==> src/rtl/multiplicator_arbiter.sv <==
// multiplicator_arbiter
// Round-robin front end that time-shares one sequential multiplicator between
// NUM_REQ requesters. A winner's operands are latched, the multiplicator is
// started, and the result (or a timeout error) is returned to the winner with
// a one-cycle valid pulse. Every output comes straight from a register.

module multiplicator_arbiter #(
    parameter int WIDTH   = 8,
    parameter int NUM_REQ = 4,
    parameter int TIMEOUT = 64
) (
    input  logic                       clock,
    input  logic                       reset_in,
    input  logic [NUM_REQ-1:0]         req_in,
    input  logic [NUM_REQ*WIDTH-1:0]   multiplicand_in,
    input  logic [NUM_REQ*WIDTH-1:0]   multiplier_in,
    output logic [NUM_REQ-1:0]         grant_out,
    output logic [NUM_REQ-1:0]         valid_out,
    output logic [2*WIDTH-1:0]         product_out,
    output logic                       overflow_out,
    output logic                       error_out,
    output logic                       busy_out,
    output logic [WIDTH-1:0]           mul_multiplicand_out,
    output logic [WIDTH-1:0]           mul_multiplier_out,
    output logic                       mul_start_out,
    input  logic                       mul_done_in,
    input  logic [2*WIDTH-1:0]         mul_product_in,
    input  logic                       mul_overflow_in
);

    localparam int PW = (NUM_REQ > 1) ? $clog2(NUM_REQ) : 1;
    localparam int CW = $clog2(TIMEOUT + 1);

    typedef enum logic [1:0] {
        S_IDLE  = 2'd0,
        S_START = 2'd1,
        S_WAIT  = 2'd2,
        S_DONE  = 2'd3
    } state_t;

    state_t               r_state;
    state_t               w_state_next;

    logic [PW-1:0]        r_ptr;
    logic [PW-1:0]        r_winner;
    logic [CW-1:0]        r_cnt;
    logic                 r_done_prev;

    logic [NUM_REQ-1:0]   r_grant;
    logic [NUM_REQ-1:0]   r_valid;
    logic [2*WIDTH-1:0]   r_product;
    logic                 r_overflow;
    logic                 r_error;
    logic                 r_busy;
    logic [WIDTH-1:0]     r_mcand;
    logic [WIDTH-1:0]     r_mplier;
    logic                 r_start;

    logic [PW-1:0]        w_ptr_next;
    logic [PW-1:0]        w_winner_next;
    logic [CW-1:0]        w_cnt_next;
    logic [NUM_REQ-1:0]   w_grant_next;
    logic [NUM_REQ-1:0]   w_valid_next;
    logic [2*WIDTH-1:0]   w_product_next;
    logic                 w_overflow_next;
    logic                 w_error_next;
    logic [WIDTH-1:0]     w_mcand_next;
    logic [WIDTH-1:0]     w_mplier_next;
    logic                 w_start_next;

    logic [PW-1:0]        w_rr_winner;
    logic                 w_rr_found;
    logic                 w_done_rise;
    logic                 w_timeout;

    logic [WIDTH-1:0]     w_mcand_slice  [NUM_REQ];
    logic [WIDTH-1:0]     w_mplier_slice [NUM_REQ];

    // Unpack the flat operand buses into per-requester slices
    generate
        for (genvar gi = 0; gi < NUM_REQ; gi++) begin : g_slice
            assign w_mcand_slice[gi]  = multiplicand_in[gi*WIDTH +: WIDTH];
            assign w_mplier_slice[gi] = multiplier_in[gi*WIDTH +: WIDTH];
        end
    endgenerate

    // Only a fresh 0->1 transition of done counts; a level left high by the
    // previous operation must fall first.
    assign w_done_rise = mul_done_in & ~r_done_prev;

    // WAIT lasts TIMEOUT-1 cycles at most, so the error response lands
    // exactly TIMEOUT cycles after the START cycle.
    assign w_timeout = (r_cnt == CW'(TIMEOUT - 2));

    // Round-robin search: first requesting index after the last winner
    always_comb begin
        w_rr_found  = 1'b0;
        w_rr_winner = r_ptr;
        for (int k = 1; k <= NUM_REQ; k++) begin
            if (!w_rr_found && req_in[(int'(r_ptr) + k) % NUM_REQ]) begin
                w_rr_found  = 1'b1;
                w_rr_winner = PW'((int'(r_ptr) + k) % NUM_REQ);
            end
        end
    end

    // State register
    always_ff @(posedge clock or posedge reset_in) begin
        if (reset_in) begin
            r_state <= S_IDLE;
        end else begin
            r_state <= w_state_next;
        end
    end

    // Next-state logic
    always_comb begin
        w_state_next = r_state;
        case (r_state)
            S_IDLE:  if (w_rr_found) w_state_next = S_START;
            S_START: w_state_next = S_WAIT;
            S_WAIT:  if (w_done_rise || w_timeout) w_state_next = S_DONE;
            S_DONE:  w_state_next = S_IDLE;
            default: w_state_next = S_IDLE;
        endcase
    end

    // Output/datapath next values; pulses default low, data holds
    always_comb begin
        w_ptr_next      = r_ptr;
        w_winner_next   = r_winner;
        w_cnt_next      = r_cnt;
        w_grant_next    = '0;
        w_valid_next    = '0;
        w_start_next    = 1'b0;
        w_product_next  = r_product;
        w_overflow_next = r_overflow;
        w_error_next    = r_error;
        w_mcand_next    = r_mcand;
        w_mplier_next   = r_mplier;
        case (r_state)
            S_IDLE: begin
                if (w_rr_found) begin
                    w_ptr_next    = w_rr_winner;
                    w_winner_next = w_rr_winner;
                    w_mcand_next  = w_mcand_slice[w_rr_winner];
                    w_mplier_next = w_mplier_slice[w_rr_winner];
                    w_grant_next  = NUM_REQ'(1) << w_rr_winner;
                    w_start_next  = 1'b1;
                end
            end
            S_START: begin
                w_cnt_next = '0;
            end
            S_WAIT: begin
                if (w_done_rise) begin
                    w_product_next  = mul_product_in;
                    w_overflow_next = mul_overflow_in;
                    w_error_next    = 1'b0;
                    w_valid_next    = NUM_REQ'(1) << r_winner;
                end else if (w_timeout) begin
                    w_product_next  = '0;
                    w_overflow_next = 1'b0;
                    w_error_next    = 1'b1;
                    w_valid_next    = NUM_REQ'(1) << r_winner;
                end else begin
                    w_cnt_next = r_cnt + CW'(1);
                end
            end
            default: begin
            end
        endcase
    end

    // Datapath and output registers
    always_ff @(posedge clock or posedge reset_in) begin
        if (reset_in) begin
            r_ptr       <= PW'(NUM_REQ - 1);
            r_winner    <= '0;
            r_cnt       <= '0;
            r_done_prev <= 1'b0;
            r_grant     <= '0;
            r_valid     <= '0;
            r_start     <= 1'b0;
            r_product   <= '0;
            r_overflow  <= 1'b0;
            r_error     <= 1'b0;
            r_busy      <= 1'b0;
            r_mcand     <= '0;
            r_mplier    <= '0;
        end else begin
            r_ptr       <= w_ptr_next;
            r_winner    <= w_winner_next;
            r_cnt       <= w_cnt_next;
            r_done_prev <= mul_done_in;
            r_grant     <= w_grant_next;
            r_valid     <= w_valid_next;
            r_start     <= w_start_next;
            r_product   <= w_product_next;
            r_overflow  <= w_overflow_next;
            r_error     <= w_error_next;
            r_busy      <= (w_state_next != S_IDLE);
            r_mcand     <= w_mcand_next;
            r_mplier    <= w_mplier_next;
        end
    end

    assign grant_out            = r_grant;
    assign valid_out            = r_valid;
    assign product_out          = r_product;
    assign overflow_out         = r_overflow;
    assign error_out            = r_error;
    assign busy_out             = r_busy;
    assign mul_multiplicand_out = r_mcand;
    assign mul_multiplier_out   = r_mplier;
    assign mul_start_out        = r_start;

endmodule

==> config.mk <==
export PLATFORM = sky130hd
export DESIGN_NAME = multiplicator_arbiter
export DESIGN_NICKNAME = d
export VERILOG_FILES = /design/src/rtl/multiplicator_arbiter.sv
export SDC_FILE = /design/constraint.sdc
export NUM_CORES = 1
export LEC_CHECK = 0
export CAP_MARGIN = 20
export CORE_MARGIN = 8
export CORE_UTILIZATION = 42
export CTS_CLUSTER_DIAMETER = 80
export CTS_CLUSTER_SIZE = 12
export DETAILED_ROUTE_END_ITERATION = 12
export PLACE_DENSITY = 0.86
export SYNTH_ARGS = -nofsm -noshare
export SYNTH_HDL_FRONTEND = slang
export SYNTH_SLANG_ARGS = --single-unit
export TNS_END_PERCENT = 1
==> constraint.sdc <==
create_clock -name clock -period 2.8 [get_ports clock]
set_clock_uncertainty 0.05 [all_clocks]
set_input_delay 0.56 -clock clock [delete_from_list [all_inputs] [get_ports clock]]
set_output_delay 0.56 -clock clock [all_outputs]
set_load 0.01 [all_outputs]
==> impl_metrics.xml <==
<?xml version="1.0" encoding="UTF-8"?>
<metrics>
  <group name="power_and_ir_drop">
    <metric name="p_int" unit="mW">2.87</metric>
    <metric name="p_clk_frac" unit="">0.172</metric>
    <metric name="netSwitchingPower" unit="mW">1.58</metric>
    <metric name="power-per-cell-area" unit="nW/µm²">965</metric>
    <metric name="netSwitchingFraction" unit="">0.355</metric>
    <metric name="power_leakage" unit="nW">1.99</metric>
    <metric name="power" unit="mW">4.45</metric>
    <metric name="combPwrFrac" unit="">0.506</metric>
    <metric name="ir_drop" unit="µV">416</metric>
    <metric name="power.share.sequential" unit="">0.322</metric>
  </group>
  <group name="logic_synthesis">
    <metric name="synth_sequential_area_ratio" unit="">0.494</metric>
    <metric name="postSynthAreaPerCell" unit="µm²">11.4</metric>
    <metric name="synthCells" unit="">258</metric>
    <metric name="synth.net_count" unit="">351</metric>
    <metric name="postSynth.asyncResetShare" unit="">1.00</metric>
    <metric name="yosys_warnings" unit="">0</metric>
    <metric name="syn_area" unit="µm²">2940</metric>
    <metric name="synth.largest_area_cell" unit="">sky130_fd_sc_hd__dfrtp_1</metric>
    <metric name="netlist.area_leader.share" unit="">0.477</metric>
    <metric name="number_of_flops_mapped_to_enable_cells_by_yosys" unit="">0</metric>
    <metric name="synth_ff_type" unit="">sky130_fd_sc_hd__dfrtp_1</metric>
    <metric name="synth.lib_cells_used.distinct" unit="">45</metric>
    <metric name="synth-seq-cells" unit="">58</metric>
    <metric name="dominant_cells_by_area_after_synthesis" unit="">sky130_fd_sc_hd__dfrtp_1 (48%), sky130_fd_sc_hd__mux2_4 (7.7%), sky130_fd_sc_hd__a221o_1 (5.1%)</metric>
  </group>
  <group name="drt">
    <metric name="final_antenna_net_count" unit="">0</metric>
    <metric name="wl_met3" unit="µm">745</metric>
    <metric name="routed.top_layer" unit="">met4</metric>
    <metric name="vias_per_cell" unit="">5.50</metric>
    <metric name="drt_drc_violations_left" unit="">0</metric>
    <metric name="vias" unit="">2727</metric>
    <metric name="finalWirelength" unit="µm">9290</metric>
    <metric name="detailroute.wirelength.met2" unit="µm">4630</metric>
    <metric name="detail_route.first_pass.iterations" unit="">5</metric>
    <metric name="drt_first_iter_violations" unit="">120</metric>
    <metric name="met1_layer_wirelength_in_the_final_routing" unit="µm">3730</metric>
    <metric name="route.detailed.wl_per_inst" unit="µm">18.7</metric>
  </group>
  <group name="critical_path">
    <metric name="path_cells" unit="">clkdlybuf4s50_1, mux2i_1, nor2_4, nor3_4, buf_4, mux2_4, a221o_1</metric>
    <metric name="worstSetupPathType" unit="">input pin to register</metric>
    <metric name="rr_worst_depth" unit="">6</metric>
    <metric name="worst_setup_path_end_kind" unit="">register</metric>
    <metric name="data_required_time_of_the_worst_path" unit="ns">2.96</metric>
    <metric name="critical_path_source" unit="">req_in[1]</metric>
    <metric name="timing.rr.start" unit="">r_ptr[1]</metric>
    <metric name="timing.rr.end" unit="">mul_multiplier_out[1]</metric>
    <metric name="timing.reg2reg.setup_slack" unit="ns">0.45</metric>
    <metric name="crit_fanout" unit="">12</metric>
    <metric name="startpoint_type" unit="">input pin</metric>
    <metric name="crit_path_top_delay_cell" unit="">sky130_fd_sc_hd__clkdlybuf4s50_1</metric>
    <metric name="worst_setup_path_endpoint" unit="">mul_multiplier_out[1]</metric>
    <metric name="crit_arrival" unit="ns">2.59</metric>
    <metric name="max_stage_delay" unit="ns">0.53</metric>
  </group>
  <group name="worst_hold_path">
    <metric name="worstHoldStart" unit="">product_out[14]</metric>
    <metric name="hold_path_class" unit="">register to register</metric>
  </group>
  <group name="global_route">
    <metric name="first_global_vias" unit="">2945</metric>
    <metric name="wire_length_of_the_first_global_routing_pass" unit="µm">14600</metric>
    <metric name="grt_util_all_layers" unit="">0.187</metric>
    <metric name="gr-total-overflow" unit="">0</metric>
    <metric name="initial_antenna_violation_count" unit="">0</metric>
    <metric name="maximum_number_of_pins_on_one_net_before_global_route_repair" unit="">46</metric>
  </group>
  <group name="run_status">
    <metric name="outcome" unit="">complete, no violations</metric>
  </group>
  <group name="floorplanning">
    <metric name="design.portCount" unit="">132</metric>
    <metric name="rows" unit="">30</metric>
    <metric name="floorplan.die.height" unit="µm">99.7</metric>
    <metric name="die_width" unit="µm">99.7</metric>
    <metric name="die_area" unit="µm²">9930</metric>
    <metric name="initial_utilization" unit="">0.433</metric>
    <metric name="core_region" unit="µm²">6790</metric>
  </group>
  <group name="sta">
    <metric name="post-route-period-util" unit="">0.867</metric>
    <metric name="rsz0062_at_grt" unit="">false</metric>
    <metric name="setup_viol_count_final" unit="">0</metric>
    <metric name="hold-worst-slack" unit="ns">0.445</metric>
    <metric name="timing_hold_violations_final" unit="">0</metric>
    <metric name="timing_max_transition_violations_final" unit="">0</metric>
    <metric name="totalNegativeSetupSlack" unit="ns">0</metric>
    <metric name="worst_pin_slew" unit="ns">0.642</metric>
    <metric name="max_freq" unit="MHz">412</metric>
    <metric name="period_minus_slack" unit="ns">2.43</metric>
    <metric name="relSlewSlack" unit="">0.570</metric>
  </group>
  <group name="layout">
    <metric name="layoutNonFillerInstCount" unit="">496</metric>
    <metric name="share_of_final_layout_standard_cells_stronger_than_drive_strength_1" unit="">0.133</metric>
    <metric name="multi_input_area" unit="µm²">1380</metric>
    <metric name="filler_cells_inserted" unit="">525</metric>
    <metric name="area.growth.synth_to_final" unit="%">56.8</metric>
    <metric name="finish.instance_area" unit="µm²">4610</metric>
    <metric name="total_number_of_nets_in_the_final_design" unit="">488</metric>
    <metric name="reg_area" unit="µm²">1450</metric>
    <metric name="num_antenna_cells" unit="">0</metric>
  </group>
  <group name="clock_network">
    <metric name="cts_resized" unit="">0</metric>
    <metric name="numClockSinks" unit="">58</metric>
    <metric name="cts_tree" unit="">built</metric>
    <metric name="clockBufferDepth" unit="">2</metric>
    <metric name="ctsRootBufferMaster" unit="">sky130_fd_sc_hd__clkbuf_8</metric>
    <metric name="h_tree_levels" unit="">3</metric>
    <metric name="clk_transition_reported_paths" unit="ns">0.06</metric>
    <metric name="cts_made_buffers" unit="">9</metric>
    <metric name="insertion_delay" unit="ns">0.33</metric>
    <metric name="post_cts_hold_buffer_count" unit="">0</metric>
    <metric name="cts_setup_buffers" unit="">0</metric>
  </group>
  <group name="placed_design">
    <metric name="portBuffers" unit="">131</metric>
    <metric name="dp_hpwl" unit="µm">6910</metric>
    <metric name="dp.cells" unit="">479</metric>
    <metric name="post_dp_cell_area" unit="µm²">4400</metric>
    <metric name="gp_congestion" unit="">0.762</metric>
  </group>
  <group name="run">
    <metric name="max_cap_violations" unit="">0</metric>
  </group>
</metrics>
## critical path, delay by kind of cell
| kind | cells | cell delay [ns] |
|---|---|---|
| buffers and inverters | 2 | 0.79 |
| muxes | 2 | 0.66 |
| AOI/OAI and AO/OA | 1 | 0.33 |
| and+or+nand+nor | 2 | 0.25 |
## per-layer routing
metal / GRT usage / up-vias
met5: 0 / -
li1: - / 1260
met1: 0.201 / 1315
met4: 0.0908 / 0
met2: 0.319 / 134
met3: 0.0670 / 18
## area by class of cell
type,count,share of cell area
sequential,58,0.315
timing repair buffer,145,0.310
multi-input combinational,174,0.300
clock buffer,14,0.0353
tap,96,0.0261
clock inverter,2,0.00760
inverter,7,0.00570
## cells in the mapped netlist, types with 2 or more instances
cell and count:
sky130_fd_sc_hd__mux2i_1 2, sky130_fd_sc_hd__o21a_1 2, sky130_fd_sc_hd__o211ai_1 2, sky130_fd_sc_hd__mux2_4 15, sky130_fd_sc_hd__o21ai_0 4, sky130_fd_sc_hd__buf_2 4, sky130_fd_sc_hd__nand2b_1 5, sky130_fd_sc_hd__ha_1 5
sky130_fd_sc_hd__buf_6 2, sky130_fd_sc_hd__o21ai_1 2, sky130_fd_sc_hd__nor3b_1 2, sky130_fd_sc_hd__nor3_1 4, sky130_fd_sc_hd__nand4_1 17, sky130_fd_sc_hd__nand3_1 3, sky130_fd_sc_hd__buf_1 2, sky130_fd_sc_hd__clkbuf_1 10
sky130_fd_sc_hd__xnor2_1 4, sky130_fd_sc_hd__or3b_1 2, sky130_fd_sc_hd__nor2_1 11, sky130_fd_sc_hd__a21oi_1 17, sky130_fd_sc_hd__nand2_1 11, sky130_fd_sc_hd__dfrtp_1 56, sky130_fd_sc_hd__inv_1 6, sky130_fd_sc_hd__a22o_1 17
sky130_fd_sc_hd__a21o_1 3, sky130_fd_sc_hd__o31ai_1 16, sky130_fd_sc_hd__a221o_1 15, sky130_fd_sc_hd__dfstp_2 2
## registers in the layout, summed over array words and instances, names as in the netlist, 4 cells and up
name and count:
r_cnt 7, valid_out 4, grant_out 4, product_out 16, mul_multiplicand_out 8, mul_multiplier_out 8
## worst min path at each step
| stage | to | slack, ns | depth (start not counted) |
|---|---|---|---|
| floorplan | valid_out[2] | 0.41 | 1 |
| global placement | mul_multiplier_out[0] | 0.43 | 2 |
| detailed placement | product_out[10] | 0.43 | 1 |
| CTS | product_out[4] | 0.45 | 2 |
| global route | product_out[10] | 0.46 | 1 |
| finish | product_out[14] | 0.45 | 1 |
## layout by cell type (no fill, tap or decap), types with 11 or more instances in the layout
cell type / synthesis / final
sky130_fd_sc_hd__mux2_4: 15 / 15
sky130_fd_sc_hd__nand4_1: 17 / 17
sky130_fd_sc_hd__clkdlybuf4s50_1: 0 / 131
sky130_fd_sc_hd__a221o_1: 15 / 15
sky130_fd_sc_hd__a21oi_1: 17 / 17
sky130_fd_sc_hd__o31ai_1: 16 / 16
sky130_fd_sc_hd__nor2_1: 11 / 11
sky130_fd_sc_hd__nand2_1: 11 / 11
sky130_fd_sc_hd__buf_4: 1 / 13
sky130_fd_sc_hd__dfrtp_1: 56 / 56
sky130_fd_sc_hd__clkbuf_8: 0 / 11
sky130_fd_sc_hd__a22o_1: 17 / 17
## metrics by stage
| step | setup slack, ns | util |
|---|---|---|
| after floorplan | 0.573 | - |
| after global placement | 0.104 | 0.648 |
| after detailed placement | 0.0704 | 0.648 |
| after CTS | 0.380 | 0.677 |
| after global routing | 0.315 | 0.678 |
| final | 0.373 | 0.678 |
## power groups by stage
stage | clock network (mW) | registers (mW) | logic, mW
5_1_grt | 0.822 | 1.47 | 2.40
3_3_place_gp | 0 | 1.42 | 2.17
4_1_cts | 0.786 | 1.43 | 2.26
2_1_floorplan | 0 | 1.52 | 1.14
3_5_place_dp | 0 | 1.44 | 2.24
6_report | 0.766 | 1.43 | 2.25
## logic make-up (layout without fill, tap and decap cells)
kind of cell	Yosys count	in the layout	synth area share
DFF	58	58	0.494
muxes	17	17	0.0834
buffers and inverters	26	168	0.0413
AOI/OAI and AO/OA	82	82	0.218
adders and majority gates	5	5	0.0213
xor gates and xnor gates	4	4	0.0119
and+or+nand+nor	66	66	0.130
No activity file was read; power rests on OpenSTA's default activity.
